==> src/rtl/ahbl_sram_pkg.sv <==
// Shared encodings, FSM state type and width helper for the AHB-Lite to SRAM bridge.
package ahbl_sram_pkg;

    localparam logic [1:0] HTRANS_IDLE   = 2'b00;
    localparam logic [1:0] HTRANS_BUSY   = 2'b01;
    localparam logic [1:0] HTRANS_NONSEQ = 2'b10;
    localparam logic [1:0] HTRANS_SEQ    = 2'b11;

    localparam logic [1:0] HRESP_OKAY  = 2'b00;
    localparam logic [1:0] HRESP_ERROR = 2'b01;

    typedef enum logic [2:0] {
        ST_IDLE    = 3'd0,
        ST_WR_DATA = 3'd1,
        ST_RD_WAIT = 3'd2,
        ST_ERR1    = 3'd3,
        ST_ERR2    = 3'd4
    } bridge_state_e;

    function automatic int ceil_log2(input int value);
        int result;
        result = 0;
        for (int i = 0; i < 31; i++) begin
            if ((1 << i) < value) result = i + 1;
        end
        return result;
    endfunction

endpackage

==> src/rtl/ahbl_lane_decode.sv <==
// Address-phase decode: byte-lane enables, SRAM word address and transfer error flag.
module ahbl_lane_decode
    import ahbl_sram_pkg::*;
#(
    parameter  int DWIDTH     = 32,
    parameter  int MEM_DEPTH  = 65536,
    localparam int NB         = DWIDTH / 8,
    localparam int BL         = ceil_log2(NB),
    localparam int MEM_AWIDTH = ceil_log2(MEM_DEPTH)
) (
    input  logic [31:0]           haddr_i,
    input  logic [2:0]            hsize_i,
    output logic [NB-1:0]         byteen_o,
    output logic [MEM_AWIDTH-1:0] word_addr_o,
    output logic                  err_o
);

    logic [BL-1:0] offset;
    logic [31:0]   size_bytes;
    logic [31:0]   lane_mask;
    logic          size_err;
    logic          align_err;
    logic          range_err;

    // Oversized transfers wrap the mask to all-ones; they are flagged as errors anyway.
    always_comb begin
        offset      = haddr_i[BL-1:0];
        size_bytes  = 32'd1 << hsize_i;
        lane_mask   = (32'd1 << size_bytes) - 32'd1;
        byteen_o    = NB'(lane_mask << offset);
        word_addr_o = haddr_i[MEM_AWIDTH+BL-1:BL];
        size_err    = 32'(hsize_i) > 32'(BL);
        align_err   = (32'(offset) & (size_bytes - 32'd1)) != 32'd0;
        range_err   = 33'(haddr_i[31:BL]) >= 33'(MEM_DEPTH);
        err_o       = size_err || align_err || range_err;
    end

endmodule

==> src/rtl/ahbl_sram_bridge_par.sv <==
// AHB-Lite slave to synchronous SRAM bridge: zero-wait writes, RD_LATENCY+1 cycle reads,
// two-cycle ERROR response.
module ahbl_sram_bridge_par
    import ahbl_sram_pkg::*;
#(
    parameter  int DWIDTH     = 32,
    parameter  int MEM_DEPTH  = 65536,
    parameter  int RD_LATENCY = 1,
    localparam int NB         = DWIDTH / 8,
    localparam int MEM_AWIDTH = ceil_log2(MEM_DEPTH)
) (
    input  logic                  HCLK,
    input  logic                  HRESETN,
    input  logic                  HSEL,
    input  logic                  HREADYIN,
    input  logic [1:0]            HTRANS,
    input  logic [2:0]            HBURST,
    input  logic [2:0]            HSIZE,
    input  logic [31:0]           HADDR,
    input  logic                  HWRITE,
    input  logic [DWIDTH-1:0]     HWDATA,
    output logic [DWIDTH-1:0]     HRDATA,
    output logic                  HREADYOUT,
    output logic [1:0]            HRESP,
    output logic                  mem_ren,
    output logic                  mem_wen,
    output logic [MEM_AWIDTH-1:0] mem_addr,
    output logic [NB-1:0]         mem_byteen,
    output logic [DWIDTH-1:0]     mem_wdata,
    input  logic [DWIDTH-1:0]     mem_rdata
);

    localparam logic [1:0] RD_LOAD = 2'(RD_LATENCY);

    bridge_state_e         state_q, state_d;
    logic [1:0]            cnt_q, cnt_d;
    logic [MEM_AWIDTH-1:0] addr_q, addr_d;
    logic [NB-1:0]         be_q, be_d;

    logic [NB-1:0]         dec_be;
    logic [MEM_AWIDTH-1:0] dec_addr;
    logic                  dec_err;
    logic                  hready;
    logic                  accept;
    logic                  rd_first;
    logic                  rd_last;
    logic                  unused_inputs;

    assign unused_inputs = ^{HBURST, HTRANS[0]};

    ahbl_lane_decode #(
        .DWIDTH    (DWIDTH),
        .MEM_DEPTH (MEM_DEPTH)
    ) u_decode (
        .haddr_i     (HADDR),
        .hsize_i     (HSIZE),
        .byteen_o    (dec_be),
        .word_addr_o (dec_addr),
        .err_o       (dec_err)
    );

    // The read counter is loaded with RD_LATENCY and reaches zero on the cycle data is valid.
    assign rd_first = (state_q == ST_RD_WAIT) && (cnt_q == RD_LOAD);
    assign rd_last  = (state_q == ST_RD_WAIT) && (cnt_q == 2'd0);
    assign hready   = !(((state_q == ST_RD_WAIT) && !rd_last) || (state_q == ST_ERR1));
    assign accept   = hready && HSEL && HREADYIN && HTRANS[1];

    always_comb begin
        state_d = state_q;
        cnt_d   = cnt_q;
        addr_d  = addr_q;
        be_d    = be_q;
        if (hready) begin
            state_d = ST_IDLE;
            cnt_d   = 2'd0;
            if (accept) begin
                addr_d = dec_addr;
                be_d   = dec_be;
                if (dec_err) begin
                    state_d = ST_ERR1;
                end else if (HWRITE) begin
                    state_d = ST_WR_DATA;
                end else begin
                    state_d = ST_RD_WAIT;
                    cnt_d   = RD_LOAD;
                end
            end
        end else begin
            case (state_q)
                ST_RD_WAIT: cnt_d   = cnt_q - 2'd1;
                ST_ERR1:    state_d = ST_ERR2;
                default:    state_d = ST_IDLE;
            endcase
        end
    end

    always_ff @(posedge HCLK or negedge HRESETN) begin
        if (!HRESETN) begin
            state_q <= ST_IDLE;
            cnt_q   <= 2'd0;
            addr_q  <= '0;
            be_q    <= '0;
        end else begin
            state_q <= state_d;
            cnt_q   <= cnt_d;
            addr_q  <= addr_d;
            be_q    <= be_d;
        end
    end

    // All outputs decode from registered state so reset forces them at once.
    assign HREADYOUT  = hready;
    assign HRESP      = ((state_q == ST_ERR1) || (state_q == ST_ERR2)) ? HRESP_ERROR : HRESP_OKAY;
    assign HRDATA     = rd_last ? mem_rdata : '0;
    assign mem_ren    = rd_first;
    assign mem_wen    = (state_q == ST_WR_DATA);
    assign mem_addr   = addr_q;
    assign mem_byteen = be_q;
    assign mem_wdata  = (state_q == ST_WR_DATA) ? HWDATA : '0;

endmodule
==> config.mk <==
export PLATFORM = sky130hd
export DESIGN_NAME = ahbl_sram_bridge_par
export DESIGN_NICKNAME = d
export VERILOG_FILES = /design/src/rtl/ahbl_sram_pkg.sv /design/src/rtl/ahbl_lane_decode.sv /design/src/rtl/ahbl_sram_bridge_par.sv
export SDC_FILE = /design/constraint.sdc
export NUM_CORES = 1
export LEC_CHECK = 0
export BUFFER_PORTS_ARGS = -buffer_cell sky130_fd_sc_hd__buf_2
export CAP_MARGIN = 20
export CORE_MARGIN = 10
export CORE_UTILIZATION = 35
export CTS_BUF_LIST = sky130_fd_sc_hd__clkbuf_2
export DETAILED_ROUTE_END_ITERATION = 8
export GPL_ROUTABILITY_DRIVEN = 0
export PLACE_DENSITY = 0.87
export SKIP_CTS_REPAIR_TIMING = 1
export SYNTH_ARGS = -nofsm -noshare
export SYNTH_HDL_FRONTEND = slang
export SYNTH_HIERARCHICAL = 1
export SYNTH_SLANG_ARGS = --single-unit
==> constraint.sdc <==
create_clock -name HCLK -period 2.2 [get_ports HCLK]
set_input_delay 0.44 -clock HCLK [delete_from_list [all_inputs] [get_ports HCLK]]
set_output_delay 0.44 -clock HCLK [all_outputs]
set_load 0.03 [all_outputs]
Yosys cells after proc, flatten, opt, wreduce, memory -nomap -nowiden
Cells that the tools add are included.
{"block": "word_totals", "ff_bits": 25, "input_bits": 109, "output_inout_bits": 89, "elab_cells": 49}
{"block": "classes", "n_addsub": 3, "n_lt_le_gt_ge": 2, "eq_ne": 7, "shifts": 3, "muxes": 13, "n_bitwise": 2, "reduce_logical": 15}
{"operator": "32-bit two-way mux", "n": 2}
{"operator": "32-bit by 1-bit subtractor with 32-bit output (second input constant)", "n": 2}
{"operator": "2-bit by 32-bit bitwise AND with 32-bit output", "n": 1}
{"operator": "32-bit nonzero test", "n": 1}
{"operator": "1-bit by 3-bit left shift with 32-bit output (first input constant)", "n": 1}
{"operator": "1-bit by 32-bit left shift with 32-bit output (first input constant)", "n": 1}
{"operator": "32-bit by 2-bit left shift with 4-bit output", "n": 1}
{"operator": "30-bit by 17-bit greater-or-equal comparator with 1-bit output (second input constant)", "n": 1}
{"operator": "2-bit two-way mux", "n": 5}
{"operator": "3-bit by 2-bit equality test with 1-bit output (second input constant)", "n": 2}
{"operator": "1-bit logical AND", "n": 6}
{"operator": "3-bit case mux with 2 select lines", "n": 1}
{"operator": "1-bit logical OR", "n": 4}
{"operator": "1-bit two-way mux", "n": 4}
{"operator": "2-bit inequality test (second input constant)", "n": 2}
{"operator": "3-bit by 1-bit equality test with 1-bit output (second input constant)", "n": 1}
{"operator": "3-bit equality test (second input constant)", "n": 1}
{"operator": "3-bit by 2-bit > comparator with 1-bit output (second input constant)", "n": 1}
{"operator": "3-bit two-way mux", "n": 1}
{"operator": "2-bit by 1-bit equality test with 1-bit output (second input constant)", "n": 1}
{"operator": "1-bit zero test", "n": 2}
{"operator": "2-bit zero test", "n": 1}
{"operator": "2-bit AND reduction", "n": 1}
{"operator": "2-bit by 1-bit subtractor with 2-bit output (second input constant)", "n": 1}
{"operator": "1-bit inverter", "n": 1}

Logic depth before layout (Yosys ltp)
Gate-level depths: netlist of the first run.
{"block": "depth", "ltp_word": 11, "mapped_depth": 6}

Modules after synthesis
Netlist of the first run, hierarchy kept.
{"module": "ahbl_sram_bridge_par", "n_inst": 1, "cells_per_inst": 147, "area_per_inst_um2": 1502.7}
{"module": "ahbl_lane_decode", "n_inst": 1, "cells_per_inst": 32, "area_per_inst_um2": 226.5}

Worst setup path before layout of the first run
No wires, ideal clock.
{"block": "synth_path", "kind": "flip-flop to output port", "startpoint": "register cnt_q[0]", "endpoint": "output port HRDATA[10]", "arrival_time_ns": 1.403, "required_time_ns": 1.760, "slack_ns": 0.357, "stages_incl_launch_ff": 7, "n_path_buf": 1, "cell_sequence": "dfrtp_1 > inv_1 > ha_1 > nand2b_4 > nor2_2 > clkbuf_1 > and2_1"}
{"block": "synth_via", "elab_chain_cells": 3}
{"item": "from (decl)", "line_no": "ahbl_sram_bridge_par.sv:36", "text": "logic [1:0] cnt_q, cnt_d;"}
{"item": "from (signal assigned)", "line_no": "ahbl_sram_bridge_par.sv:105", "text": "cnt_q <= cnt_d;"}
{"item": "2-bit zero test", "line_no": "ahbl_sram_bridge_par.sv:64", "text": "assign rd_last = (state_q == ST_RD_WAIT) && (cnt_q == 2'd0);"}
{"item": "1-bit logical AND", "line_no": "ahbl_sram_bridge_par.sv:64"}
{"item": "32-bit two-way mux", "line_no": "ahbl_sram_bridge_par.sv:114", "text": "assign HRDATA = rd_last ? mem_rdata : '0;"}
{"item": "to (decl)", "line_no": "ahbl_sram_bridge_par.sv:22", "text": "output logic [DWIDTH-1:0] HRDATA,"}
Every way passes these cells.

Final worst setup path of the first run
{"block": "layout_path", "startpoint": "register cnt_q[0]", "endpoint": "output port HRDATA[11]"}
The elaborated chain is that of the path after synthesis.

==> results.json, run 1 <==
{
  "place_ws_ps": 241,
  "setup_viol": 5,
  "run_status": "complete, but fails checks",
  "synth_top_cell_by_area": "dfrtp_1",
  "synth_top_area_share_pct": 36.2,
  "fin_cells": 422,
  "clk_latency_ps": 340,
  "seq_area_frac_synth_pct": 36.2,
  "max_freq_ghz": 0.449,
  "grt_pass1_wl_um": 10500,
  "grt_pass1_vias": 1950,
  "regArea_um2": 627,
  "worstMarginPinSlew_ps": 548,
  "pwr_density_cell_mw_per_mm2": 453,
  "avgRoutedWirePerCell_um": 17.6,
  "numCtsBuffers": 3,
  "grt_use_total_pct": 15.4,
  "final_antenna_net_count": 0,
  "syn_inst": 179,
  "design.die.area_mm2": 0.00815,
  "violations": "setup timing",
  "power.leakage_nw": 1.63,
  "root_buffer": "clkbuf_2",
  "clk_pin_slew_worst_paths_ps": 220,
  "syn_area_per_cell_um2": 9.66,
  "ys_top_cells_by_area": "dfrtp_1 (36%), and2_1 (24%), mux2_1 (12%)",
  "antennaDiodeCount": 0,
  "die_w_um": 90.3,
  "drive_above_1_share_pct": 64.8,
  "max-cap-violations": 0,
  "antenna_found_initial": 0,
  "power_mw": 1.34,
  "finish.utilization_pct": 62.0,
  "hpwl_um": 5980,
  "core_area_mm2": 0.00475,
  "cp.required_ps": 1760,
  "period_needed_ps": 2230,
  "nets": 467,
  "netlist-cell-type-count": 36,
  "end_kind": "output port",
  "ioPinCount": 198,
  "placedCellCount": 415,
  "dr.pass1.iters": 4,
  "initial_core_util_pct": 36.4,
  "syn_to_final_growth_pct": 70.6,
  "synth_warnings": 6,
  "setup_tns_ps": -44.4,
  "ir_worst_vdd_mv": 0.387,
  "ys_seq_elements": 25,
  "relSlewSlack_pct": 63.5,
  "routed_wl_um": 7410,
  "drc_errors": 0,
  "cp-start-kind": "register",
  "slew_violations": 0,
  "crit_fanout": 16,
  "worst-setup-path-type": "reg2out",
  "vias_per_cell": 4.50,
  "portBuffers": 192,
  "layout_commonest_cell": "buf_2",
  "setup_ws_ps": -25.0,
  "clkSinkCount": 25,
  "gr-total-overflow": 0,
  "layout_common_cells": "buf_2 (160), and2_1 (49), buf_6 (32)",
  "hold_class": "in2async",
  "drtIter0Drc": 32,
  "syn_area_mm2": 0.00173,
  "grt_max_degree": 34,
  "fillCellCount": 443,
  "row_count": 25,
  "clockBufferDepth": 2,
  "arrival_ps": 1790,
  "syn-num-nets": 290,
  "tritoncts": "built",
  "routed-via-count": 1898,
  "rsz0062_at_grt": "true",
  "period_share_pct": 101,
  "fin_worst_skew_ps": 3.75,
  "multi_input_area_um2": 975,
  "fp.dieH_um": 90.3,
  "htree_levels": 1,
  "hold_violations": 0
}
==> cell type report <==
cell class / count / share of cell area, %
well taps: 67 / 2.84
inverters: 2 / 0.255
clock buffers: 3 / 0.509
repair buffers: 198 / 41.9
clock inverters: 1 / 0.170
flip-flops and latches: 25 / 21.3
multi-input cells: 126 / 33.1
==> through the flow <==
stage / hold WS [ps] / cell area (µm²)
2_1_floorplan: 144 / 1730
3_3_place_gp: 451 / 2620
3_5_place_dp: 460 / 2620
4_1_cts: 36.5 / 2640
5_1_grt: 24.0 / 2950
6_report: 41.4 / 2950
==> power by group <==
part / leakage [nW] / switching [mW] / internal (mW)
Clock: 0.0164 / 0.133 / 0.0412
Combinational: 1.31 / 0.362 / 0.234
Sequential: 0.302 / 0.0344 / 0.531
Total: 1.63 / 0.529 / 0.807
==> flip-flops by register name, summed over array words and instances (netlist names) <==
signal	cells
cnt_q	2
mem_byteen	4
mem_addr	16
state_q	3
==> Yosys cell counts <==
cell       instances
and2_1            65
dfrtp_1           25
mux2_1            19
buf_4             17
nor2_1             6
clkbuf_1           5
a21oi_1            4
buf_2              2
buf_6              2
ha_1               2
inv_1              2
nand2_1            2
nor3_1             2
nor3b_1            2
nor4_2             2
o21ai_0            2
a2111oi_2          1
a21o_1             1
a21oi_2            1
a2bb2oi_1          1
and2b_1            1
and3_1             1
conb_1             1
mux2_2             1
nand2b_1           1
nand2b_4           1
nand3_1            1
nand4_1            1
nor2_2             1
nor2b_1            1
nor3b_2            1
nor4_1             1
o21a_1             1
o22a_1             1
o31ai_1            1
or3_1              1
==> worst max-delay path, stage by stage (launching register included) <==
cell and delay [ps]:
dfrtp_1 450, inv_2 90, ha_4 170, nand2b_4 80, nor2_4 170, clkbuf_16 190
and2_1 160, buf_6 140
==> worst paths after layout <==
| check | from | endpoint | slack [ps] | depth (start not counted) |
|---|---|---|---|---|
| worst max-delay path | cnt_q[0] | HRDATA[11] | -30 | 7 |
| max in group asynchronous | HRESETN | state_q[0] | 1770 | 1 |
| worst max register to register | cnt_q[0] | mem_addr[6] | 540 | 6 |
| worst min register to register | mem_byteen[3] | mem_byteen[3] | 510 | 1 |
| worst min-delay path | HRESETN | mem_addr[7] | 40 | 1 |
| min in group HCLK | HADDR[14] | mem_addr[12] | 300 | 2 |
==> logic make-up after synthesis <==
kind of cell / count (synthesis) / synth area share [%]
other cells: 1 / 0.217
fa+ha+maj: 2 / 1.45
flops: 25 / 36.2
mux: 20 / 13.0
simple gates: 90 / 32.9
buf+inv: 28 / 10.8
compound gates: 13 / 5.43
==> metal layers <==
metal | routed length (µm) | global-route usage [%] | vias up
met3 | 638 | 5.40 | 8
met4 | 86 | 2.39 | 0
met1 | 2690 | 16.7 | 860
met5 | 0 | 0 | -
met2 | 3990 | 28.6 | 110
li1 | - | - | 920
(Power assumes the default switching activity.)
==> run 2: changes to the inputs <==
--- a/config.mk
+++ b/config.mk
@@ -12,6 +12,7 @@
 export CTS_BUF_LIST = sky130_fd_sc_hd__clkbuf_2
 export DETAILED_ROUTE_END_ITERATION = 8
 export GPL_ROUTABILITY_DRIVEN = 0
+export GPL_TIMING_DRIVEN = 0
 export PLACE_DENSITY = 0.87
 export SKIP_CTS_REPAIR_TIMING = 1
 export SYNTH_ARGS = -nofsm -noshare
==> run 2 against run 1 <==
  * The flow now finishes without violations
  * Combinational power is 4.7% higher
  * Hold slack improved by 4.8 ps
  * Die area unchanged
  * Clock power increased by 3%
  * Via count grew 1.7%
  * Sequential power barely moved
  * Cell area up 5.4%
  * Maximum frequency rose by 1.8%
  * Utilization up 3.3 points
==> results.json, run 2 (synthesis gave the netlist of run 1 again) <==
{
  "path_cells": "inv_2, ha_4, nand2b_4, nor2_4, buf_6, and2_1, buf_6",
  "grt_use_total_pct": 15.9,
  "worstMarginPinSlew_ps": 555,
  "initial_core_util_pct": 36.4,
  "routed-wl-met2_um": 4160,
  "routed_wl_um": 7630,
  "max_freq_ghz": 0.458,
  "cp.required_ps": 1760,
  "slowest_delay_ps": 450,
  "arrival_ps": 1740,
  "fp.dieH_um": 90.3,
  "clk_pin_slew_worst_paths_ps": 230,
  "finish.utilization_pct": 65.4,
  "largest_reg_flops": 16,
  "syn_to_final_growth_pct": 79.7,
  "hold_violations": 0,
  "ioPinCount": 198,
  "setup_viol": 0,
  "fin_cells": 436,
  "vias_per_cell": 4.43,
  "period_needed_ps": 2180,
  "layout_commonest_cell": "buf_2",
  "worst-setup-path-type": "reg2out",
  "run_status": "finished, final reports clean",
  "portBuffers": 176,
  "tritoncts": "built",
  "crit_top_cell": "buf_6",
  "max-cap-violations": 0,
  "hpwl_um": 6210,
  "grt_pass1_vias": 1955,
  "avgRoutedWirePerCell_um": 17.5,
  "grt_pass1_wl_um": 10700,
  "dr.pass1.iters": 4,
  "crit_fanout": 10,
  "pwr_density_cell_mw_per_mm2": 440,
  "die_w_um": 90.3,
  "rsz0062_at_grt": "true",
  "core_area_mm2": 0.00475,
  "clk_latency_ps": 330,
  "drt-met1-wl_um": 2690,
  "htree_levels": 1,
  "clkSinkCount": 25,
  "row_count": 25,
  "fin_worst_skew_ps": 11.5,
  "gr-total-overflow": 0,
  "nets": 481,
  "cp-start-kind": "register",
  "grt_max_degree": 26,
  "drc_errors": 0,
  "routed-via-count": 1930,
  "slew_violations": 0,
  "layout_common_cells": "buf_2 (139), and2_1 (50), buf_6 (39)",
  "critPathSlowestCell": "dfrtp_1",
  "drtIter0Drc": 33,
  "drive_above_1_share_pct": 65.9,
  "numCtsBuffers": 3,
  "end_kind": "output port",
  "final_antenna_net_count": 0,
  "root_buffer": "clkbuf_2",
  "placedCellCount": 422,
  "ir_worst_vdd_mv": 0.447,
  "holdWs_ps": 46.2,
  "clockBufferDepth": 2,
  "relSlewSlack_pct": 63.0,
  "antennaDiodeCount": 0,
  "design.die.area_mm2": 0.00815,
  "power.leakage_nw": 1.71,
  "antenna_found_initial": 0,
  "route.met3.wl_um": 726,
  "period_share_pct": 99.3,
  "maxUsedRoutingLayer": "met4",
  "hold_class": "in2async"
}
[run 2: cell types whose count changed in the layout (fill, tap and decap cells not counted), moves of 5 or more]
cell      before  now
buf_4          4   29
clkbuf_4       0    5
buf_6         32   39
buf_2        160  139
[run 2: final cells by class]
| type | instances | area, µm² |
|---|---|---|
| flip-flops and latches | 25 | 626 |
| repair buffers | 186 | 1160 |
| fillers | 408 | 1650 |
| plain buffers | 26 | 225 |
| clock buffers | 4 | 20.0 |
| multi-input cells | 126 | 981 |
| inverters | 2 | 7.51 |
| well taps | 67 | 83.8 |
[run 2: through the flow]
step	setup slack (ps)	power, mW	setup TNS (ps)	cell area [µm²]
detailed placement	116	1.15	0	2690
CTS	-307	1.33	-12620	2710
floorplan	357	0.918	0	1730
finish	15.3	1.37	0	3110
global route	-117	1.45	-2630	3110
global placement	162	1.13	0	2690
[run 2: path summary, 6_finish.rpt]
kind	from	endpoint	slack, ps	depth (start not counted)
min reg2reg	mem_addr[9]	mem_addr[9]	510	1
max	cnt_q[0]	HRDATA[15]	20	7
max in group asynchronous	HRESETN	mem_addr[12]	1780	1
max reg2reg	cnt_q[0]	mem_addr[12]	320	8
min	HRESETN	mem_addr[0]	50	1
min in group HCLK	HADDR[2]	mem_addr[0]	300	2
[run 2: where the power goes]
| group | switching, mW | internal [mW] |
|---|---|---|
| registers | 0.0337 | 0.531 |
| logic | 0.368 | 0.255 |
| clock network | 0.132 | 0.0480 |
[run 2: worst max-delay path, delay by kind of cell, from the launching register on]
kind                       cells  cell delay, ps
DFF                            1             450
adders and majority gates      1             150
and+or+nand+nor                3             410
buffers and inverters          3             380
[run 2: routing by layer]
metal  up-vias  global-route usage, %
met5         -                      0
met4         0                   2.65
met3         6                   6.40
met2       110                   28.3
met1       868                   17.5
li1        946                      -
